### config.mk
export PLATFORM = sky130hd
export DESIGN_NAME = smg_scan_control_flat
export DESIGN_NICKNAME = d
export VERILOG_FILES = /design/src/rtl/smg_scan_control_if.sv /design/src/rtl/smg_scan_control.sv /design/src/flat_wrapper.sv
export SDC_FILE = /design/constraint.sdc
export NUM_CORES = 1
export LEC_CHECK = 0
export ABC_CLOCK_PERIOD_IN_PS = 4200
export CORE_UTILIZATION = 62
export CTS_CLUSTER_SIZE = 20
export DETAILED_ROUTE_END_ITERATION = 10
export GPL_TIMING_DRIVEN = 0
export PLACE_DENSITY_LB_ADDON = 0.05
export SLEW_MARGIN = 0
export SYNTH_ARGS = -nofsm -noshare
export SYNTH_HDL_FRONTEND = slang
export SYNTH_SLANG_ARGS = --single-unit
### constraint.sdc
create_clock -name CLK -period 4.2 [get_ports CLK]
set_input_delay 0.42 -clock CLK [delete_from_list [all_inputs] [get_ports CLK]]
set_output_delay 0.42 -clock CLK [all_outputs]
set_load 0.05 [all_outputs]
### src/rtl/smg_scan_control_if.sv
// Bus bundle between the display scheduler and its host: scan control, display data
// load handshake, and the per-slot digit/select outputs.
interface smg_scan_control_if;
    logic        En;
    logic [23:0] Disp_Data;
    logic        Load_Req;
    logic        Lz_En;
    logic [3:0]  Number_Data;
    logic [5:0]  rScan;
    logic        Load_Ack;
    logic        Frame_Done;

    modport master (
        output En,
        output Disp_Data,
        output Load_Req,
        output Lz_En,
        input  Number_Data,
        input  rScan,
        input  Load_Ack,
        input  Frame_Done
    );

    modport slave (
        input  En,
        input  Disp_Data,
        input  Load_Req,
        input  Lz_En,
        output Number_Data,
        output rScan,
        output Load_Ack,
        output Frame_Done
    );
endinterface

### src/rtl/smg_scan_control.sv
// Six-digit seven-segment scan scheduler: rotates an active-low digit select at a
// programmable slot rate, with a double-buffered display value and leading-zero blanking.
module smg_scan_control #(
    parameter int unsigned SCAN_DIV   = 50000,
    parameter bit          LZ_DEFAULT = 1'b1
) (
    input logic                CLK,
    input logic                RST,
    smg_scan_control_if.slave  bus
);

    localparam int unsigned DivW = (SCAN_DIV > 1) ? $clog2(SCAN_DIV) : 1;
    localparam logic [DivW-1:0] DivLast = DivW'(SCAN_DIV - 1);

    logic [DivW-1:0] div_cnt_q, div_cnt_d;
    logic [2:0]      idx_q, idx_d;
    logic [2:0]      idx_nxt;
    logic            tick, wrap;

    logic [23:0]     pend_buf_q, pend_buf_d;
    logic            pend_valid_q, pend_valid_d;
    logic [23:0]     active_buf_q, active_buf_d;
    logic            lz_q;

    logic [5:0]      rscan_q, rscan_d;
    logic [3:0]      number_q, number_d;
    logic            load_ack_q, load_ack_d;
    logic            frame_done_q, frame_done_d;

    logic [3:0]      digit_raw;
    logic [5:0]      upper_zero;
    logic            upper_zero_sel;
    logic            blank;

    // Slot divider and digit index; both freeze while scanning is disabled.
    always_comb begin
        tick      = bus.En && (div_cnt_q == DivLast);
        wrap      = tick && (idx_q == 3'd5);
        idx_nxt   = (idx_q == 3'd5) ? 3'd0 : idx_q + 3'd1;
        div_cnt_d = div_cnt_q;
        if (bus.En) begin
            div_cnt_d = tick ? '0 : div_cnt_q + 1'b1;
        end
        idx_d = tick ? idx_nxt : idx_q;
    end

    // Double buffer: a pending value only becomes active on the frame wrap.
    always_comb begin
        pend_buf_d   = pend_buf_q;
        pend_valid_d = pend_valid_q;
        active_buf_d = active_buf_q;
        load_ack_d   = 1'b0;
        if (wrap) begin
            if (bus.Load_Req) begin
                active_buf_d = bus.Disp_Data;
                pend_valid_d = 1'b0;
                load_ack_d   = 1'b1;
            end else if (pend_valid_q) begin
                active_buf_d = pend_buf_q;
                pend_valid_d = 1'b0;
                load_ack_d   = 1'b1;
            end
        end else if (bus.Load_Req) begin
            pend_buf_d   = bus.Disp_Data;
            pend_valid_d = 1'b1;
        end
    end

    // upper_zero[k]: digits k..5 of the buffer being displayed next are all zero.
    always_comb begin
        upper_zero[5] = (active_buf_d[23:20] == 4'd0);
        upper_zero[4] = upper_zero[5] && (active_buf_d[19:16] == 4'd0);
        upper_zero[3] = upper_zero[4] && (active_buf_d[15:12] == 4'd0);
        upper_zero[2] = upper_zero[3] && (active_buf_d[11:8] == 4'd0);
        upper_zero[1] = upper_zero[2] && (active_buf_d[7:4] == 4'd0);
        upper_zero[0] = upper_zero[1] && (active_buf_d[3:0] == 4'd0);
    end

    always_comb begin
        unique case (idx_nxt)
            3'd0:    begin digit_raw = active_buf_d[3:0];   upper_zero_sel = upper_zero[0]; end
            3'd1:    begin digit_raw = active_buf_d[7:4];   upper_zero_sel = upper_zero[1]; end
            3'd2:    begin digit_raw = active_buf_d[11:8];  upper_zero_sel = upper_zero[2]; end
            3'd3:    begin digit_raw = active_buf_d[15:12]; upper_zero_sel = upper_zero[3]; end
            3'd4:    begin digit_raw = active_buf_d[19:16]; upper_zero_sel = upper_zero[4]; end
            3'd5:    begin digit_raw = active_buf_d[23:20]; upper_zero_sel = upper_zero[5]; end
            default: begin digit_raw = active_buf_d[3:0];   upper_zero_sel = upper_zero[0]; end
        endcase
    end

    // Digit 0 is never blanked so an all-zero value still shows a single "0".
    always_comb begin
        blank        = lz_q && (idx_nxt != 3'd0) && upper_zero_sel;
        rscan_d      = rscan_q;
        number_d     = number_q;
        frame_done_d = wrap;
        if (!bus.En) begin
            rscan_d = 6'b111111;
        end else if (tick) begin
            number_d = (digit_raw > 4'd9) ? 4'd10 : digit_raw;
            rscan_d  = blank ? 6'b111111 : ~(6'b000001 << idx_nxt);
        end
    end

    always_ff @(posedge CLK) begin
        if (RST) begin
            div_cnt_q    <= '0;
            idx_q        <= 3'd0;
            pend_buf_q   <= 24'd0;
            pend_valid_q <= 1'b0;
            active_buf_q <= 24'd0;
            lz_q         <= LZ_DEFAULT;
            rscan_q      <= 6'b111111;
            number_q     <= 4'd0;
            load_ack_q   <= 1'b0;
            frame_done_q <= 1'b0;
        end else begin
            div_cnt_q    <= div_cnt_d;
            idx_q        <= idx_d;
            pend_buf_q   <= pend_buf_d;
            pend_valid_q <= pend_valid_d;
            active_buf_q <= active_buf_d;
            lz_q         <= bus.Lz_En;
            rscan_q      <= rscan_d;
            number_q     <= number_d;
            load_ack_q   <= load_ack_d;
            frame_done_q <= frame_done_d;
        end
    end

    assign bus.rScan       = rscan_q;
    assign bus.Number_Data = number_q;
    assign bus.Load_Ack    = load_ack_q;
    assign bus.Frame_Done  = frame_done_q;

endmodule

### src/flat_wrapper.sv
// flat-port wrapper written by rule: the top's interface ports become plain ports
module smg_scan_control_flat 
#(
    parameter int unsigned SCAN_DIV   = 50000,
    parameter bit          LZ_DEFAULT = 1'b1
)
  (CLK, RST, bus_En, bus_Disp_Data, bus_Load_Req, bus_Lz_En, bus_Number_Data, bus_rScan, bus_Load_Ack, bus_Frame_Done);
  smg_scan_control_if bus_i ();
  input logic CLK;
  input logic RST;
  input wire logic [$bits(bus_i.En)-1:0] bus_En;
  input wire logic [$bits(bus_i.Disp_Data)-1:0] bus_Disp_Data;
  input wire logic [$bits(bus_i.Load_Req)-1:0] bus_Load_Req;
  input wire logic [$bits(bus_i.Lz_En)-1:0] bus_Lz_En;
  output wire logic [$bits(bus_i.Number_Data)-1:0] bus_Number_Data;
  output wire logic [$bits(bus_i.rScan)-1:0] bus_rScan;
  output wire logic [$bits(bus_i.Load_Ack)-1:0] bus_Load_Ack;
  output wire logic [$bits(bus_i.Frame_Done)-1:0] bus_Frame_Done;
  assign bus_i.En = bus_En;
  assign bus_i.Disp_Data = bus_Disp_Data;
  assign bus_i.Load_Req = bus_Load_Req;
  assign bus_i.Lz_En = bus_Lz_En;
  assign bus_Number_Data = bus_i.Number_Data;
  assign bus_rScan = bus_i.rScan;
  assign bus_Load_Ack = bus_i.Load_Ack;
  assign bus_Frame_Done = bus_i.Frame_Done;
  smg_scan_control #(.SCAN_DIV(SCAN_DIV), .LZ_DEFAULT(LZ_DEFAULT)) u_core (.CLK(CLK), .RST(RST), .bus(bus_i));
endmodule
==> summary.md <==
| Metric | Value |
|---|---|
| Netlist area before placement | about 4200 um2 |
| Post-layout util | 75.77% |
| Register area share after synthesis | about two fifths |
| Per-instance average area after synthesis | 8.132 um2 |
| Async set or reset register ratio after synthesis | 0% |
| Tmin final | roughly 3200 ps |
| Leak pwr | 1.839 nW |
| Critical-path maximum fanout | 9 |
| Remaining max-slew budget at the tightest pin | 53.97% |
| Area used by multi-input combinational logic | approximately 2400 um2 |
| Post-synth EDFFs | 0 |
| DIE WIDTH | 84.66 um |
| Setup repair bufs after CTS | 0 |
| Mean routed wirelength per cell | 19.44 um |
| Initial antenna violation count | 0 |
| Number of inserted filler cells in the final layout | 472 |
| Total CTS buffers | 9 |
| Number of slew-limit violations in the final report | 0 |
| Instance count of the mapped netlist | 521 |
| Area of the core | 6459 um2 |
| DP Wirelength | 9.204 mm |
| Clock net sink count | 81 |
| Worst Tran Pin Value | 690.4 ps |
| Worst-Skew Late Latency | 350 ps |
| Layout overhead on the synthesized area | 15.50% |
| Proportion of layout cells with a drive suffix above 1 | 9.233% |
| 1st-iter DRT viols | approximately 460 |
| Total Die Area | ~7000 um2 |
| Class of the most critical setup path | reg -> reg |
| TritonCTS clock tree | yes |
| Fin crit share | roughly three quarters |
| Final weighted congestion in routability-driven placement | between 0.9 and 1 |
| Violations in the final reports | design-rule violations |
| Total Neg Setup Slack | 0 ps |
| Number of I/O port buffers | 38 |
| Hold buffer count at CTS | 0 |
| Pwr/cell area | 297.1 nW/um2 |
| Synth warnings | 0 |
| Data required time of the critical path | about 4500 ps |
| Detail-routed via count per cell | about 6.5 |
| Vias in the first global route | just under 4000 |
| Initial Utilization | 65.59% |
| Max_cap viols | 0 |
| DRC errors left | 2 |
| Class of the tightest hold or removal check | in -> reg |
| Clock Tree Buf Depth | 2 |
| Category of the worst setup path capture point | flip-flop |
| Cell-internal power | 1.092 mW |
| Primary FF master, synth | dfxtp_1 |
| Sw Ratio | roughly 25% |
| Num rows | 29 |
| Buffer type at the clock tree root | clkbuf_8 |
| Register Area | ~1600 um2 |
| Critical Path Source Type | flip-flop |
| Switching power summed over all nets | 0.3616 mW |
| Highest clock rate | 311.0 MHz |
| Global route total overflow | 0 |
| Clock share of power | between 30% and 40% |
| Count of final setup violators | 0 |
| Worst supply voltage drop on vdd | approximately 230 uV |
| Arrival @ worst endpoint | 3500 ps |
| Adder-cell area share of the yosys netlist | less than 1% |
| Largest net degree at the start of global routing | 13 |
| Post_cts resized | 0 |
| Combinational group share of total power | under 10% |
| Post-layout instance count excluding filler cells | approximately 650 |
| Inserted Diodes | 0 |
| Basic-gate share of the synthesized area counting and, or, nand and nor cells | 26.79% |
| Compound-Gate Fraction of Synth Area | between 20% and 30% |
| Parity-gate share of the synthesized area counting xor and xnor cells | ~2.9% |
| Status | complete, but fails checks |
| RSZ-0062 raised after global routing | no |
| Number of cells in the design after placement | 636 |
| Clock Skews | 5.803 ps |
| Final antenna-violating net count | 0 |
| Detailed Route WL | 12.66 mm |
| First-pass GRT wire length | 19.59 mm |
| Multiplexer area fraction after synthesis | 1.772% |
| Total via count after detailed routing | 4204 |
| Die span in y | 84.66 um |
| First-pass detailed-route iteration total | 8 |
| Final Hold Viols | 0 |
| Total chip power | 1.454 mW |
| Clock slew at the register clock pins of the worst setup and hold paths | about 80 ps |
| Final Hold Slack | 427.7 ps |
| Combinational family with the most area after synthesis | simple AND/OR/NAND/NOR gates |
| Number of unique standard cell types used by synthesis | 72 |
| Global Route Usage Sum | 35.51% |
| Register share of total power | between 50% and 60% |
| Boundary pin count | 41 |
| Nets@finish | 600 |
| Synth Register Bits | 81 |
| Synthesized Nets | 551 |
| Maximum level of the CTS H-tree | 3 |
per-layer routing:
metal / GRT usage (%) / routed length [um] / share of wire [%]
met1: 44.57 / 5106 / 40
met2: 59.35 / 5859 / 46
met3: 7.670 / 1337 / 11
met4: 14.64 / 353 / 2.8
met5: 0 / 0 / 0
per-stage QoR:
| step | setup slack, ps | area [um2] |
|---|---|---|
| 2_1_floorplan | 1487 | 4237 |
| 3_3_place_gp | 1051 | 4713 |
| 3_5_place_dp | 1013 | 4713 |
| 4_1_cts | 1040 | 4893 |
| 5_1_grt | 829.2 | 4893 |
| 6_report | 984.9 | 4893 |
Yosys cell counts (6+ instances only):
cell      instances  share of area (%)
nand2_1          84                7.4
dfxtp_1          81                 38
nor2_1           53                4.7
a21oi_1          42                5.0
clkbuf_1         19                1.7
inv_1            18                1.6
nand3_1          17                2.0
and2_1           16                2.4
o21ai_0          15                1.8
nor3_1           12                1.4
a21o_1           10                1.8
nor4_1           10                1.5
buf_2             9                1.1
a41oi_1           8                1.7
o221a_2           8                2.1
xnor2_1           8                1.7
xor2_1            6                1.2
area by class of cell:
type,instances,area share [%]
clock inverters,3,0.3068
clock buffers,12,3.375
repair buffers,38,7.773
multi-input cells,384,48.22
plain buffers,37,3.759
well taps,77,1.969
inverters,19,1.457
flip-flops and latches,81,33.14
state kept, by name, indices dropped and copies added, names as in the netlist:
signal                  cells
u_core.active_buf_q        24
u_core.pend_buf_q          24
u_core.bus.Frame_Done       1
u_core.bus.Number_Data      4
u_core.lz_q                 1
u_core.bus.Load_Ack         1
u_core.bus.rScan            6
u_core.div_cnt_q           16
u_core.idx_q                3
u_core.pend_valid_q         1
cells by family after synthesis:
kind of cell             Yosys count
AO/OA/AOI/OAI                    136
XOR/XNOR                          14
adder cells (fa/ha/maj)            1
buffers and inverters             56
flip-flops                        81
multiplexers                       6
AND/OR/NAND/NOR                  227
cell usage in the layout, fill, tap and decap left out, types with 6 or more instances in the layout:
cell type / instances
dfxtp_1: 81
clkdlybuf4s50_1: 38
a41oi_1: 8
o221a_2: 8
nand2_1: 84
clkbuf_1: 19
buf_2: 9
xor2_1: 6
nand3_1: 17
xnor2_1: 8
a21o_1: 10
and2_1: 16
nor3_1: 12
inv_1: 18
o21ai_0: 15
a21oi_1: 42
nor4_1: 10
nor2_1: 53
clkbuf_8: 12
power by group through the flow:
| stage | sequential (mW) | clock (mW) | combinational (mW) |
|---|---|---|---|
| floorplan | 0.807 | 0 | 0.0715 |
| global placement | 0.809 | 0 | 0.123 |
| detailed placement | 0.809 | 0 | 0.127 |
| CTS | 0.791 | 0.533 | 0.127 |
| global route | 0.793 | 0.556 | 0.141 |
| finish | 0.792 | 0.532 | 0.130 |
critical path, stage by stage, from the launching register on:
cell and delay, ps:
dfxtp_1 380, ha_1 200, and4_1 300, and4_1 200
buf_2 230, nand2_1 210, a221oi_1 540, nor4bb_1 360
a311oi_1 160, a2111o_1 390, a31oi_1 190
final timing paths:
kind	start	end	slack [ps]	depth (start not counted)
setup / recovery	u_core.div_cnt_q[0]$_SDFFE_PP0P_	u_core.bus.rScan[5]$_SDFFE_PP1N_	980	10
hold / removal	bus_En	u_core.div_cnt_q[1]$_SDFFE_PP0P_	430	3
setup reg to reg	u_core.div_cnt_q[0]$_SDFFE_PP0P_	u_core.bus.rScan[5]$_SDFFE_PP1N_	980	10
hold reg to reg	u_core.pend_buf_q[4]$_SDFFE_PP0P_	u_core.pend_buf_q[4]$_SDFFE_PP0P_	460	2
No activity file was read; power rests on OpenSTA's default activity.
